==> config.mk <==
export PLATFORM = sky130hd
export DESIGN_NAME = gnr_attractor_ctrl
export DESIGN_NICKNAME = d
export VERILOG_FILES = /design/src/rtl/gnr_attractor_ctrl.sv
export SDC_FILE = /design/constraint.sdc
export NUM_CORES = 1
export LEC_CHECK = 0
export CORE_MARGIN = 2
export CORE_UTILIZATION = 42
export DETAILED_ROUTE_END_ITERATION = 6
export HOLD_SLACK_MARGIN = 0.15
export PLACE_DENSITY = 0.72
export SETUP_SLACK_MARGIN = 0.02
export SYNTH_ARGS = -nofsm -noshare
export SYNTH_HDL_FRONTEND = slang
export SYNTH_SLANG_ARGS = --single-unit
==> constraint.sdc <==
create_clock -name clk -period 2.1 [get_ports clk]
set_input_delay 0.525 -clock clk [delete_from_list [all_inputs] [get_ports clk]]
set_output_delay 0.525 -clock clk [all_outputs]
set_load 0.01 [all_outputs]
==> src/rtl/gnr_attractor_ctrl.sv <==
// rtl/gnr_attractor_ctrl.sv - GNR attractor sweep controller: load, cycle search, period measure, result stream.
// Optional macro GNR_STATE_OUT_EN adds out_state (attractor representative captured at the period match).
module gnr_attractor_ctrl #(
    parameter int               N_NODES   = 8,
    parameter int               CNT_W     = 16,
    parameter logic [CNT_W-1:0] MAX_STEPS = 16'hFFFF
) (
    input  logic               clk,
    input  logic               rst,
    input  logic               start,
    input  logic [N_NODES-1:0] init_first,
    input  logic [N_NODES-1:0] init_last,
    input  logic [N_NODES-1:0] nodes_s0,
    input  logic [N_NODES-1:0] nodes_s1,
    output logic               reset_nos,
    output logic               start_s0,
    output logic               start_s1,
    output logic [N_NODES-1:0] init_state,
    output logic               out_valid,
    input  logic               out_ready,
    output logic [N_NODES-1:0] out_init,
    output logic [CNT_W-1:0]   out_period,
    output logic [CNT_W-1:0]   out_steps,
    output logic               out_timeout,
`ifdef GNR_STATE_OUT_EN
    output logic [N_NODES-1:0] out_state,
`endif
    output logic               busy,
    output logic               done
);

    typedef enum logic [2:0] {
        S_IDLE,
        S_LOAD,
        S_SEARCH,
        S_PERIOD,
        S_OUT,
        S_DONE
    } state_t;

    state_t             state;
    logic [N_NODES-1:0] cur;
    logic [N_NODES-1:0] last;
    logic [CNT_W-1:0]   step_cnt;
    logic [CNT_W-1:0]   per_cnt;

    logic match;
    logic search_hit;
    logic search_exit;
    logic period_hit;
    logic period_exit;

    // Before two hare steps the tortoise and hare trivially agree, so the compare is masked.
    assign match       = (nodes_s0 == nodes_s1);
    assign search_hit  = (state == S_SEARCH) && match && (step_cnt >= CNT_W'(2));
    assign search_exit = search_hit || ((state == S_SEARCH) && (step_cnt == MAX_STEPS));
    assign period_hit  = (state == S_PERIOD) && match && (per_cnt != '0);
    assign period_exit = period_hit || ((state == S_PERIOD) && (per_cnt == MAX_STEPS));

    assign reset_nos  = (state == S_LOAD);
    assign init_state = reset_nos ? cur : '0;
    assign start_s0   = (state == S_SEARCH) && !search_exit;
    assign start_s1   = start_s0 || ((state == S_PERIOD) && !period_exit);
    assign out_valid  = (state == S_OUT);
    assign busy       = (state != S_IDLE);
    assign done       = (state == S_DONE);

    always_ff @(posedge clk) begin
        if (rst) begin
            state       <= S_IDLE;
            cur         <= '0;
            last        <= '0;
            step_cnt    <= '0;
            per_cnt     <= '0;
            out_init    <= '0;
            out_period  <= '0;
            out_steps   <= '0;
            out_timeout <= 1'b0;
        end else begin
            case (state)
                S_IDLE: begin
                    if (start) begin
                        cur   <= init_first;
                        last  <= init_last;
                        state <= (init_first > init_last) ? S_DONE : S_LOAD;
                    end
                end
                S_LOAD: begin
                    step_cnt    <= '0;
                    per_cnt     <= '0;
                    out_init    <= cur;
                    out_period  <= '0;
                    out_steps   <= '0;
                    out_timeout <= 1'b0;
                    state       <= S_SEARCH;
                end
                S_SEARCH: begin
                    if (search_hit) begin
                        out_steps <= step_cnt;
                        per_cnt   <= '0;
                        state     <= S_PERIOD;
                    end else if (step_cnt == MAX_STEPS) begin
                        out_steps   <= step_cnt;
                        out_timeout <= 1'b1;
                        state       <= S_OUT;
                    end else begin
                        step_cnt <= step_cnt + 1'b1;
                    end
                end
                S_PERIOD: begin
                    if (period_hit) begin
                        out_period <= per_cnt;
                        state      <= S_OUT;
                    end else if (per_cnt == MAX_STEPS) begin
                        out_period  <= per_cnt;
                        out_timeout <= 1'b1;
                        state       <= S_OUT;
                    end else begin
                        per_cnt <= per_cnt + 1'b1;
                    end
                end
                S_OUT: begin
                    // Compare against last before incrementing so an all-ones range end never wraps.
                    if (out_ready) begin
                        if (cur == last) begin
                            state <= S_DONE;
                        end else begin
                            cur   <= cur + 1'b1;
                            state <= S_LOAD;
                        end
                    end
                end
                S_DONE: begin
                    state <= S_IDLE;
                end
                default: begin
                    state <= S_IDLE;
                end
            endcase
        end
    end

`ifdef GNR_STATE_OUT_EN
    always_ff @(posedge clk) begin
        if (rst) begin
            out_state <= '0;
        end else if (period_hit) begin
            out_state <= nodes_s1;
        end
    end
`endif

endmodule

# After elaboration in Yosys (flattened, before gate mapping)
# Index checks and enable logic that the tools add are counted.
dict set report classes {
  addsub 3
  n_mul 0
  div_mod_pow 0
  n_lt_le_gt_ge 2
  n_eq_ne 21
  n_shift 0
  muxes 32
  bitwise_logic 0
  reduce_logical 28
}
# cell n
set ops {}
lappend ops {{$mux 16} 9}
lappend ops {{$pmux 16 s2} 3}
lappend ops {{$pmux 16 s3} 1}
lappend ops {{$add 16x1->16 const B} 2}
lappend ops {{$eq 16x16->1 const B} 2}
lappend ops {{$mux 8} 4}
lappend ops {{$mux 3} 8}
lappend ops {{$eq 8x8->1} 2}
lappend ops {{$ge 16x2->1 const B} 1}
lappend ops {{$pmux 8 s2} 1}
lappend ops {{$reduce_bool 16->1} 1}
lappend ops {{$pmux 3 s5} 1}
lappend ops {{$ne 2x2->1 const B} 7}
lappend ops {{$reduce_and 4->1} 3}
lappend ops {{$add 8x1->8 const B} 1}
lappend ops {{$gt 8x8->1} 1}
lappend ops {{$logic_and 1x1->1} 8}
lappend ops {{$eq 3x2->1 const B} 2}
lappend ops {{$eq 3x3->1 const B} 2}
lappend ops {{$ne 2x1->1 const B} 3}
lappend ops {{$ne 3x2->1 const B} 2}
lappend ops {{$reduce_and 2->1} 3}
lappend ops {{$reduce_bool 2->1} 3}
lappend ops {{$reduce_bool 3->1} 2}
lappend ops {{other kinds (8)} 14}
dict set report word_totals {
  reg_bits 92
  latch_bits 0
  ramBits 0
  mem_bits_ro 0
  input_bits 36
  out_inout_bits 55
  elab_cells 95
  n_memories 0
}

# Logic depth before layout (Yosys ltp)
dict set report depth {
  depth_word 7
  mapped_depth 10
  mapped_depth_nobuf 9
}

# Least setup slack after synthesis
# No wires, ideal clock.
dict set report synth_timing {
  path_type {input to output}
  from {input nodes_s1[6]}
  to {output start_s1}
  t_arrival_ps 1679
  t_required_ps 1575
  path_slack_ps -104
  cell_stages 6
  path_buffers 1
  path_cell_list {xnor2_1 nand4_1 or3_1 clkbuf_1 nand2_1 o21ai_0}
}
dict set report synth_between {
  elab_chain_len 7
  word_cells_on_any_way 12
}
# item line_no
set synth_lines {}
lappend synth_lines {{start, declared} 14} ;# input logic [N_NODES-1:0] nodes_s1,
lappend synth_lines {{$eq 8x8->1 (*)} 54} ;# assign match = (nodes_s0 == nodes_s1);
lappend synth_lines {{$logic_and 1x1->1 (on tied branches) (2 in a row)} {55, 57}}
lappend synth_lines {{$logic_or 1x1->1 (on tied branches)} {56, 58}}
lappend synth_lines {{$logic_not 1->1 (on tied branches)} {62, 63}}
lappend synth_lines {{$logic_and 1x1->1 (on tied branches)} {62, 63}}
lappend synth_lines {{$logic_or 1x1->1 (*)} 63} ;# assign start_s1 = start_s0 || ((state == S_PERIOD) && !period_exit);
lappend synth_lines {{end, declared} 17} ;# output logic start_s1,
# Every way passes the cells marked *; elsewhere a longest branch is shown, timed or not.

# Worst setup path in the final report
dict set report layout_timing {
  from {input nodes_s1[2]}
  to {output start_s1}
}
# The elaborated chain is that of the path after synthesis.

==> results.cfg <==
[run_status]
status = finished with violations
violations = setup timing

[timing]
worst_slew_pin_slew_ps = 666
drv_slew = 0
rsz0062_at_grt = true
clock.fmax_ghz = 0.430
hold_viol = 0
setup_violations = 23
fin_crit_sh = 1.11
finalSetupTns_ps = -3470
clock_skew_ps = 10.8
min_period_ps = 2330
max_slew_margin = 0.556
setup_slack_ps = -227

[power_and_ir_drop]
p_int_w = 0.00416
clkPwrFrac = 0.193
sw_frac_of_total = 0.380
comb_power_share = 0.491
p_leak_nw = 2.91
vdd.ir_drop.worst_v = 0.000722
p_seq_frac = 0.317
switchingPower_w = 0.00255
cellPowerDensity_mw_per_mm2 = 935

[yosys]
synth_flop_cell = dfxtp_1
async_flop_share = 0
syn_avg_cell_area_um2 = 8.11
yosysSeqAreaShare = 0.409
ys_types = 52
yosysTopAreaCell = dfxtp_1
syn_inst = 555
ys_ff_latch = 92
synth_top_area_frac = 0.409
syn_nets = 604
yosys-top-cells-area = dfxtp_1 41%, nor2_1 5.8%, a22oi_1 5.3%, nand2_1 5.3%, a21oi_1 4.7%
synth_edf_count = 0
yosys_warnings = 0
syn_area_mm2 = 0.00450

[clocking]
root_buffer = clkbuf_8
clockBufferDepth = 2
postCtsHoldBufs = 0
clock_latency_ps = 370
cts.sink_count = 92
clk_pin_slew_ps = 90
htreeDepth = 3
numCtsBuffers = 9
cts_tree = yes

[routing]
ant_nets = 0
wl_per_cell_um = 16.8
via_per_inst = 5.51
first_pass_iters = 5
drt_iter0_markers = 245
routed_wl_um = 15000
vias = 4914
drc = 0

[final_layout]
drive_gt1_frac = 0.341
antenna_cells = 0
nets = 801
area_delta_synth_final_pct = 59.3
fin_util = 0.692
final_area_mm2 = 0.00717
fin_cells = 892

[setup_path]
start_kind = input pin
r2r_slack_ps = -220
r2r_end = per_cnt[13]$_SDFFE_PP0P_
r2r-start = step_cnt[0]$_SDFFE_PP0P_
criticalPathCategory = input pin to primary output
crit_fanout = 3
worstPathRequired_ps = 1570
crit_arrival_ps = 1800
end_kind = primary output
r2r_cells = 10

[floorplanning]
start_util = 0.434
core_area_mm2 = 0.0104
dieWidth_um = 108
die-area_mm2 = 0.0116
io_pins = 91
rows = 37
die_h_um = 108

[place]
place_inst = 851
place_congestion = 0.897
io_buffer_count = 90
dpl_cell_area_mm2 = 0.00626
hpwl_um = 9520

[worst_hold_path]
min_path_cells = 2
hold_start = out_init[4]$_SDFFE_PP0P_
min_to = out_init[4]$_SDFFE_PP0P_
holdCritPathClass = flop to flop

[grt]
grt_overflow = 0
grt_pass1_wl_um = 23500
antenna_found_initial = 0
grt_pass1_vias = 4909
grt_max_degree = 64
grt_usage = 0.253

[flow_run]
drv_cap = 0
worst max-delay path by stage:
stage	depth (start not counted)	to	slack [ps]	startpoint
4_1_cts	8	start_s1	-280	step_cnt[0]$_SDFFE_PP0P_
5_1_grt	8	start_s1	-300	step_cnt[1]$_SDFFE_PP0P_
3_3_place_gp	7	start_s1	-830	nodes_s1[2]
3_5_place_dp	7	start_s1	-880	nodes_s1[3]
2_1_floorplan	7	per_cnt[13]$_SDFFE_PP0P_	-40	nodes_s1[2]
6_report	7	start_s1	-230	nodes_s1[2]
registers in the layout, summed over array words and instances, names as in the netlist:
signal / flops
per_cnt: 16
out_period: 16
out_timeout: 1
step_cnt: 16
cur: 8
last: 8
out_steps: 16
state: 3
out_init: 8
area by class of cell:
cell class                      instances  area (um2)
Fill cell                             815        3200
Tap cell                              136         170
Timing Repair Buffer                  211        1900
Multi-Input combinational cell        409        2910
Clock inverter                          4        75.1
Timing Repair inverter                  1        6.26
Sequential cell                        92        1860
Inverter                               28         118
Clock buffer                           11         131
cells by family after synthesis:
| kind of cell | synth area share |
|---|---|
| AND/OR/NAND/NOR | 0.260 |
| adder cells (fa/ha/maj) | 0.0361 |
| AO/OA/AOI/OAI | 0.177 |
| buffers and inverters | 0.0545 |
| XOR/XNOR | 0.0584 |
| multiplexers | 0.00472 |
| flip-flops | 0.409 |
critical path, cell delays in order:
cell             delay [ps]
clkdlybuf4s15_1         200
xnor2_2                 150
nand4_1                 170
or3_4                   450
nand2_4                 110
o21ai_4                  70
buf_6                   120
power by group through the flow:
| stage | Sequential, W | Combinational, W | Clock (W) |
|---|---|---|---|
| floorplan | 0.00209 | 0.00136 | 0 |
| global placement | 0.00213 | 0.00232 | 0 |
| detailed placement | 0.00213 | 0.00239 | 0 |
| CTS | 0.00210 | 0.00296 | 0.00131 |
| global route | 0.00215 | 0.00351 | 0.00138 |
| finish | 0.00213 | 0.00329 | 0.00129 |
synth_stat cells (all sizes together), types with 13 or more instances:
cell type,n
xnor2,16
o21ai,18
ha,13
nor2,69
a22oi,32
a21oi,43
inv,26
dfxtp,92
xor2,14
nand3,16
clkbuf,18
nor3,15
nand2,64
nand4,19
per-layer routing:
metal | vias up | global-route usage | share of wire
met5 | - | 0 | 0
met4 | 0 | 0.0842 | 0.026
met3 | 40 | 0.0587 | 0.043
met2 | 143 | 0.442 | 0.52
met1 | 2361 | 0.306 | 0.41
li1 | 2370 | - | -
through the flow:
| step | hold slack, ps | setup slack [ps] | total power (W) |
|---|---|---|---|
| 6_report | 464 | -227 | 0.00671 |
| 5_1_grt | 502 | -298 | 0.00704 |
| 4_1_cts | 466 | -275 | 0.00637 |
| 3_5_place_dp | 450 | -885 | 0.00452 |
| 3_3_place_gp | 444 | -833 | 0.00445 |
| 2_1_floorplan | 448 | -38.6 | 0.00345 |
what timing repair did:
action	in CTS	in global routing
setup buffers	12	11
resized for setup	123	106
setup endpoints to repair	69	79
pin swaps	27	30
cloned	4	1
cell usage in the layout, fill, tap and decap left out, types with 4 or more instances in the layout:
| cell | count |
|---|---|
| nand3_1 | 14 |
| clkdlybuf4s15_1 | 11 |
| buf_12 | 5 |
| clkdlybuf4s50_1 | 59 |
| ha_1 | 8 |
| buf_2 | 6 |
| inv_1 | 17 |
| clkbuf_2 | 4 |
| o21ai_0 | 13 |
| and2_1 | 4 |
| o31ai_1 | 4 |
| a21oi_2 | 9 |
| nor2_1 | 66 |
| nand2_1 | 53 |
| inv_2 | 8 |
| dfxtp_2 | 12 |
| o211ai_1 | 6 |
| xor2_1 | 14 |
| nand2_2 | 7 |
| and3_1 | 4 |
| nand4_1 | 19 |
| a22oi_1 | 30 |
| or4_4 | 4 |
| buf_6 | 20 |
| or4_1 | 4 |
| or3_4 | 6 |
| xnor2_1 | 13 |
| ha_4 | 5 |
| nor4_2 | 5 |
| nor3_1 | 10 |
| dfxtp_1 | 78 |
| a21oi_1 | 34 |
| clkbuf_8 | 9 |
| nand2_4 | 4 |
| buf_4 | 102 |
Power figures use the tool's default switching activity.
